File: config.mk
export PLATFORM = sky130hd
export DESIGN_NAME = uart_rx_unit
export DESIGN_NICKNAME = d
export VERILOG_FILES = /design/src/rtl/uart_pkg.sv /design/src/rtl/uart_rx_sync.sv /design/src/rtl/uart_rx_unit.sv
export SDC_FILE = /design/constraint.sdc
export NUM_CORES = 1
export LEC_CHECK = 0
export ABC_CLOCK_PERIOD_IN_PS = 1900
export CORE_MARGIN = 1
export CORE_UTILIZATION = 47
export DETAILED_ROUTE_END_ITERATION = 8
export PLACE_DENSITY = 0.71
export SLEW_MARGIN = 20
export SYNTH_ARGS = -nofsm -noshare
export SYNTH_HDL_FRONTEND = slang
export SYNTH_SLANG_ARGS = --single-unit
File: constraint.sdc
create_clock -name clk -period 1.9 [get_ports clk]
set_clock_uncertainty 0.2 [all_clocks]
set_input_delay 0.38 -clock clk [delete_from_list [all_inputs] [get_ports clk]]
set_output_delay 0.38 -clock clk [all_outputs]
set_load 0.03 [all_outputs]
File: src/rtl/uart_pkg.sv
// Shared UART definitions: receiver state encoding, baud arithmetic helpers
// and the ASCII control codes the echo stage reacts to.
package uart_pkg;

  typedef enum logic [2:0] {
    S_IDLE  = 3'd0,
    S_START = 3'd1,
    S_DATA  = 3'd2,
    S_STOP  = 3'd3,
    S_BREAK = 3'd4
  } uart_state_t;

  localparam logic [7:0] CR  = 8'h0D;
  localparam logic [7:0] LF  = 8'h0A;
  localparam logic [7:0] BS  = 8'h08;
  localparam logic [7:0] ESC = 8'h1B;

  // Ceiling log2: bits needed to count 0 .. value-1.
  function automatic int log2(input int value);
    int r;
    r = 0;
    for (int i = 0; i < 31; i++) begin
      if ((1 << i) < value) r = i + 1;
    end
    return r;
  endfunction

  // Clock cycles per bit, rounded to nearest.
  function automatic int bit_cycles(input int clk_freq, input int baud);
    return (clk_freq + baud / 2) / baud;
  endfunction

endpackage

File: src/rtl/uart_rx_sync.sv
// Brings the raw rx pin into the clock domain and filters it with a
// 3-sample majority vote taken from the synchronized value.
module uart_rx_sync (
  input  logic clk,
  input  logic rst,
  input  logic rx,
  output logic rx_s,
  output logic vote
);

  logic [1:0] sync_q;
  logic [2:0] hist_q;

  // Everything resets to the idle (high) line level so reset never looks like a start edge.
  always_ff @(posedge clk or posedge rst) begin
    if (rst) begin
      sync_q <= 2'b11;
      hist_q <= 3'b111;
    end else begin
      sync_q <= {sync_q[0], rx};
      hist_q <= {hist_q[1:0], sync_q[1]};
    end
  end

  assign rx_s = sync_q[1];
  assign vote = (hist_q[0] & hist_q[1]) | (hist_q[0] & hist_q[2]) | (hist_q[1] & hist_q[2]);

endmodule

File: src/rtl/uart_rx_unit.sv
// 8N1 UART receiver: detects a start edge, samples each bit at its centre
// via the majority vote and emits byte strobes or frame-error strobes.
module uart_rx_unit
  import uart_pkg::*;
#(
  parameter int clk_freq = 12_000_000,
  parameter int baud     = 115200
) (
  input  logic        clk,
  input  logic        rst,
  input  logic        rx,
  output logic [7:0]  rx_data,
  output logic        rx_ready,
  output logic        rx_frame_err,
  output logic        rx_busy,
  output uart_state_t dbg_state
);

  localparam int BIT_CYCLES  = bit_cycles(clk_freq, baud);
  localparam int HALF_CYCLES = BIT_CYCLES / 2;
  localparam int CNT_W       = log2(BIT_CYCLES);
  localparam logic [CNT_W-1:0] BIT_LAST  = CNT_W'(BIT_CYCLES - 1);
  localparam logic [CNT_W-1:0] HALF_LAST = CNT_W'(HALF_CYCLES - 1);

  if (BIT_CYCLES < 8) begin : g_bad_baud
    $error("uart_rx_unit: clk_freq/baud gives fewer than 8 cycles per bit");
  end

  // Handshake: rx_ready is a valid-only strobe with rx_data valid in the same
  // cycle; there is no ready/backpressure, the consumer must take it then.

  uart_state_t      state, state_next;
  logic [CNT_W-1:0] cnt;
  logic [2:0]       idx;
  logic [7:0]       shreg;
  logic             rx_s, vote, rx_prev, fall;
  logic             bit_tick, ready_set, err_set;

  uart_rx_sync u_sync (
    .clk  (clk),
    .rst  (rst),
    .rx   (rx),
    .rx_s (rx_s),
    .vote (vote)
  );

  assign fall      = rx_prev & ~rx_s;
  assign dbg_state = state;

  always_ff @(posedge clk or posedge rst) begin
    if (rst) state <= S_IDLE;
    else     state <= state_next;
  end

  always_comb begin
    state_next = state;
    case (state)
      S_IDLE:  if (fall) state_next = S_START;
      S_START: if (cnt == HALF_LAST) state_next = vote ? S_IDLE : S_DATA;
      S_DATA:  if (cnt == BIT_LAST && idx == 3'd7) state_next = S_STOP;
      S_STOP:  if (cnt == BIT_LAST) state_next = vote ? S_IDLE : S_BREAK;
      S_BREAK: if (rx_s) state_next = S_IDLE;
      default: state_next = S_IDLE;
    endcase
  end

  always_comb begin
    rx_busy   = 1'b0;
    bit_tick  = 1'b0;
    ready_set = 1'b0;
    err_set   = 1'b0;
    rx_busy   = (state != S_IDLE);
    bit_tick  = (state == S_DATA) && (cnt == BIT_LAST);
    ready_set = (state == S_STOP) && (cnt == BIT_LAST) && vote;
    err_set   = (state == S_STOP) && (cnt == BIT_LAST) && !vote;
  end

  always_ff @(posedge clk or posedge rst) begin
    if (rst) begin
      cnt          <= '0;
      idx          <= '0;
      shreg        <= '0;
      rx_data      <= '0;
      rx_ready     <= 1'b0;
      rx_frame_err <= 1'b0;
      rx_prev      <= 1'b1;
    end else begin
      rx_prev      <= rx_s;
      rx_ready     <= ready_set;
      rx_frame_err <= err_set;
      if (ready_set) rx_data <= shreg;
      // The counter restarts on every state change and at each data bit boundary.
      if (state_next != state || state == S_IDLE || state == S_BREAK || bit_tick)
        cnt <= '0;
      else
        cnt <= cnt + 1'b1;
      if (bit_tick) begin
        shreg <= {vote, shreg[7:1]};
        idx   <= idx + 3'd1;
      end else if (state == S_START) begin
        idx <= '0;
      end
    end
  end

endmodule

# After elaboration in Yosys (flattened, before gate mapping)
# Cells that the tools add are included.
# op_classes
mux	11
n_addsub	2
eq_ne	8
reduce_logical	12
bitwise	7
# ops
op	count
$mux W3	8
$pmux W3 S5	1
$add A7 B1 Y7 const B	1
$eq A7 B6 Y1 const B	1
$eq A7 B7 Y1 const B	1
$mux W7	1
$eq A3 B2 Y1 const B	2
$eq A3 B3 Y1 const B	2
$logic_and A1 B1 Y1	5
$and A1 B1 Y1	4
$add A3 B1 Y3 const B	1
$eq A3 B1 Y1 const B	1
$logic_not A3 Y1	1
$logic_or A1 B1 Y1	3
$ne A3 B3 Y1	1
$reduce_bool A3 Y1	1
$mux W2	1
$or A1 B1 Y1	2
$reduce_bool A2 Y1	1
$logic_not A1 Y1	1
$not A1 Y1	1
# totals
word_cells	50
input_bits	3
out_inout_bits	14
register_bits	37

# Longest topological paths before layout
# depth
word_depth	11
depth_mapped	7
ltp_nobuf	5

# Modules after synthesis
# Synthesis repeated with hierarchy kept, for this count alone.
# hier_totals
hier_cells	130
area_unflattened_um2	1581.5
# modules_own_cells
mod	cells_each	area_per_inst_um2	instances	seq_area_each_um2
uart_rx_unit	123	1435.1	1	802.0
uart_rx_sync	7	146.4	1	131.4

# Least setup slack after synthesis
# Ideal clock, no wire load.
# synth_timing
kind	register to register
from	reg cnt[0]
to	reg shreg[0]
setup_time_ns	0.125
arrival_ns	1.637
path_slack_ns	-0.062
t_required_ns	1.575
n_path_buf	2
synth_period_minus_slack_ns	1.962
path_stages_with_launch	8
cell_sequence	dfrtp_1 > ha_1 > and3b_1 > buf_2 > and4_4 > nor2b_4 > buf_6 > mux2_4
# synth_via
elab_chain_cells	2
# synth_lines
item	line	text
start, declared	uart_rx_unit.sv:33	logic [CNT_W-1:0] cnt;
start signal, assigned	uart_rx_unit.sv:96	cnt <= cnt + 1'b1;
$eq A7 B7 Y1	uart_rx_unit.sv:73	bit_tick = (state == S_DATA) && (cnt == BIT_LAST);
$logic_and A1 B1 Y1	uart_rx_unit.sv:73	
end signal, assigned	uart_rx_unit.sv:98	shreg <= {vote, shreg[7:1]};
end, declared	uart_rx_unit.sv:35	logic [7:0] shreg;
# Every way passes these cells.
# A chain may end at the register's enable or synchronous reset.

# Worst setup path after layout
# layout_timing
from	reg cnt[0]
to	reg shreg[3]
# Same word-level chain as after synthesis.

==> metrics.log <==
INFO  metric max-cap-violations = 0
INFO  metric cp-start-kind = flop
INFO  metric postLayoutCoreUtil = roughly 63%
INFO  metric synth.top_cells.by_area = sky130_fd_sc_hd__dfrtp_1, sky130_fd_sc_hd__dfstp_2, sky130_fd_sc_hd__mux2_4
INFO  metric floorplan.core_area = between 3000 and 4000 um2
INFO  metric worst_slew_pin_slew = around 0.37 ns
INFO  metric cts-hold-fix-buffers = 0
INFO  metric leakage = a little under 1 nW
INFO  metric synth_top_area_cell = sky130_fd_sc_hd__dfrtp_1
INFO  metric finished_layout_cell_area = just under 2000 um2
INFO  metric fin_crit = 1.90 ns
INFO  metric slew_headroom = around 75%
INFO  metric initial_core_util = 50.7%
INFO  metric finalWeightedCongestion = approximately 0.74
INFO  metric timing.final.max_slew_violations = 0
INFO  metric crit_type = reg -> reg
INFO  metric power_report.internal_total = between 1 and 1.5 mW
INFO  metric irDropWorstVdd = about 0.53 mV
INFO  metric final.fill_count = 266
INFO  metric cts_buffer_depth = 2
INFO  metric detail_route.wirelength = between 2000 and 3000 um
INFO  metric grt_antenna_before_repair = 0
INFO  metric portBuffers = 16
INFO  metric cts_inserted_buffers = 5
INFO  metric routed-via-count = roughly 1000
INFO  metric floorplan_row_count = 20
INFO  metric p_sw_share = 30.9%
INFO  metric routed_wire_length_per_instance = ~14 um
INFO  metric synthDominantCellAreaShare = between 40% and 50%
INFO  metric cts.clk_slew.worst_paths = ~0.11 ns
INFO  metric remaining_global_route_overflow = 0
INFO  metric layout-drive-gt1-share = approximately 34%
INFO  metric crit_path_end_kind = flop
INFO  metric post_synth_inst_count = 121
INFO  metric dieArea = about 3600 um2
INFO  metric placed_cell_areas = ~1900 um2
INFO  metric track_usage = roughly a fifth
INFO  metric cts-htree-levels = 2
INFO  metric power.share.clock = approximately a quarter
INFO  metric remaining_drc_errors = 0
INFO  metric clock_tree.root_cell = sky130_fd_sc_hd__clkbuf_4
INFO  metric timing.final.hold_violations = 0
INFO  metric multiInputGateArea = approximately 640 um2
INFO  metric pre_cts_slack = around 0.0043 ns
INFO  metric floorplan.die.height = 60.1 um
INFO  metric run_status = finished clean
INFO  metric post_synthesis_register_bit_count = 36
INFO  metric rsz0062_at_grt = yes
INFO  metric timing.final.setup_violations = 0
INFO  metric reg2reg_setup_slack = between 0.0009 and 0.001 ns
INFO  metric synth_seq_area_share = a little under three fifths
INFO  metric timing.final.ws_setup = 0.000914 ns
INFO  metric p_sw = around 560 uW
INFO  metric seqCellArea = between 900 and 1000 um2
INFO  metric vias_per_cell = approximately 5.2
INFO  metric areaGrowthSynthToFinish = 24.3%
INFO  metric synth-warning-count = 0
INFO  metric tritoncts_clock_tree = yes
INFO  metric dpl.hpwl = roughly 1900 um
INFO  metric holdCritPathClass = in -> async
INFO  metric antenna_violating_nets_post_route = 0
INFO  metric fp.dieW = 60.1 um
INFO  metric clk-insertion-delay-late = about 0.35 ns
INFO  metric post_synth_instance_area = 1590 um2
INFO  metric drt_first_pass_iters = 4
INFO  metric cts.sink_count = 36
INFO  metric ios = 17
INFO  metric worstPathArrival = roughly 1.9 ns
INFO  metric power.sequential.fraction = around half
INFO  metric grt_start_max_net_pins = 37
INFO  metric achievable_clock_frequency = ~0.53 GHz
INFO  metric syn_avg_cell_area = between 10 and 15 um2
INFO  metric synthFlopType = sky130_fd_sc_hd__dfrtp_1
INFO  metric p_total = about 1.8 mW
INFO  metric post-route-period-util = between 90% and 100%
INFO  metric timing.critical_path.required = between 1.5 and 2 ns
INFO  metric synth.distinct_cells = 37
INFO  metric nNetsFinal = 160
INFO  metric number_of_global_route_vias_before_repair = approximately 1100
INFO  metric p_per_area = 916 nW/um2
INFO  metric synth-edff-count = 0
INFO  metric grt_first_pass_wirelength = 4910 um
INFO  metric maximum_fanout_along_the_worst_path = 8
INFO  metric combinationalPowerShare = 27.7%
INFO  metric drt-initial-drc-count = 23
INFO  metric insertedDiodeCount = 0
INFO  metric mappedNetlistNets = about 130
INFO  metric asyncSetResetFlopFracSynth = 100%
-- through the flow --
step	setup TNS [ns]	std cells	hold slack, ns
after floorplan	-0.348	121	0.145
after global placement	0	189	0.147
after detailed placement	0	189	0.148
after CTS	-0.0705	198	0.164
after global routing	-0.463	199	0.173
final	0	199	0.161
-- cell usage after synthesis, drive strengths merged (2+ instances only) --
cell type	count
nand3	3
nand2	4
a22oi	2
ha	3
xor2	2
inv	4
mux2	16
clkbuf	3
buf	3
nor4b	2
a21oi	4
o2bb2ai	3
nor2	8
and3b	2
dfrtp	31
a21o	4
dfstp	5
xnor2	3
nor3	2
and3	2
-- worst max-delay path: stages, from the launching register on --
cell and delay (ns):
sky130_fd_sc_hd__dfrtp_1 0.37, sky130_fd_sc_hd__ha_2 0.18, sky130_fd_sc_hd__and3b_1 0.17, sky130_fd_sc_hd__and4_4 0.23, sky130_fd_sc_hd__nor2b_4 0.18, sky130_fd_sc_hd__buf_12 0.15, sky130_fd_sc_hd__mux2_4 0.30
-- power by group through the flow --
stage                     logic [mW]  clock network (mW)  registers, mW
final                          0.499               0.428          0.877
after global routing           0.552               0.476          0.888
after CTS                      0.485               0.446          0.875
after detailed placement       0.470                   0          0.892
after global placement         0.457                   0          0.886
after floorplan                0.253                   0          0.937
-- path summary, 6_finish.rpt --
kind | start | endpoint | cells past startpoint
max | cnt[0] | shreg[3] | 6
min | rst | cnt[2] | 3
min reg2reg | u_sync.sync_q[0] | u_sync.sync_q[1] | 0
max reg2reg | cnt[0] | shreg[3] | 6
min in group clk | u_sync.sync_q[0] | u_sync.sync_q[1] | 0
max in group asynchronous | rst | u_sync.hist_q[2] | 3
-- flip-flops by register name, indices dropped and copies added, names as in the netlist --
signal / cells
rx_frame_err: 1
shreg: 8
u_sync.hist_q: 3
rx_ready: 1
cnt: 7
dbg_state: 3
rx_data: 8
u_sync.sync_q: 2
idx: 3
-- timing repair --
item | CTS | global route
endpoints found under the hold margin | 0 | 0
endpoints found under the setup margin | 14 | 17
pin swaps | 0 | 2
resized for setup | 15 | 5
buffers inserted | 1 | 1
-- final cells by class --
| class | count | share of cell area [%] |
|---|---|---|
| timing repair buffer | 32 | 14.8 |
| sequential | 36 | 46.0 |
| tap | 44 | 2.79 |
| clock buffer | 7 | 2.79 |
| inverter | 4 | 0.762 |
| multi-input combinational | 75 | 32.4 |
| clock inverter | 1 | 0.381 |
-- cell usage in the layout, fill, tap and decap left out, drive strengths merged, types with 4 or more instances in the layout --
master / count
buf: 18
mux2: 16
dfrtp: 31
dlygate4sd2: 11
dfstp: 5
inv: 4
clkbuf: 8
a21o: 4
nand2: 4
a21oi: 4
nor2: 8
-- routing by layer --
| metal | share of wire [%] | track usage, % | up-vias |
|---|---|---|---|
| li1 | - | - | 494 |
| met1 | 45 | 22.0 | 520 |
| met2 | 49 | 32.7 | 19 |
| met3 | 4.0 | 3.90 | 7 |
| met4 | 2.2 | 11.3 | 0 |
| met5 | 0 | 0 | - |
-- cell families after synthesis --
group	count (synthesis)	share of synthesized area, %
AOI/OAI and AO/OA	18	8.13
xor gates and xnor gates	5	2.76
adders and majority gates	4	3.00
buffers and inverters	10	3.39
DFF	36	57.2
muxes	17	13.9
and+or+nand+nor	31	11.6
Note: power is estimated with default switching activity, not from simulation.
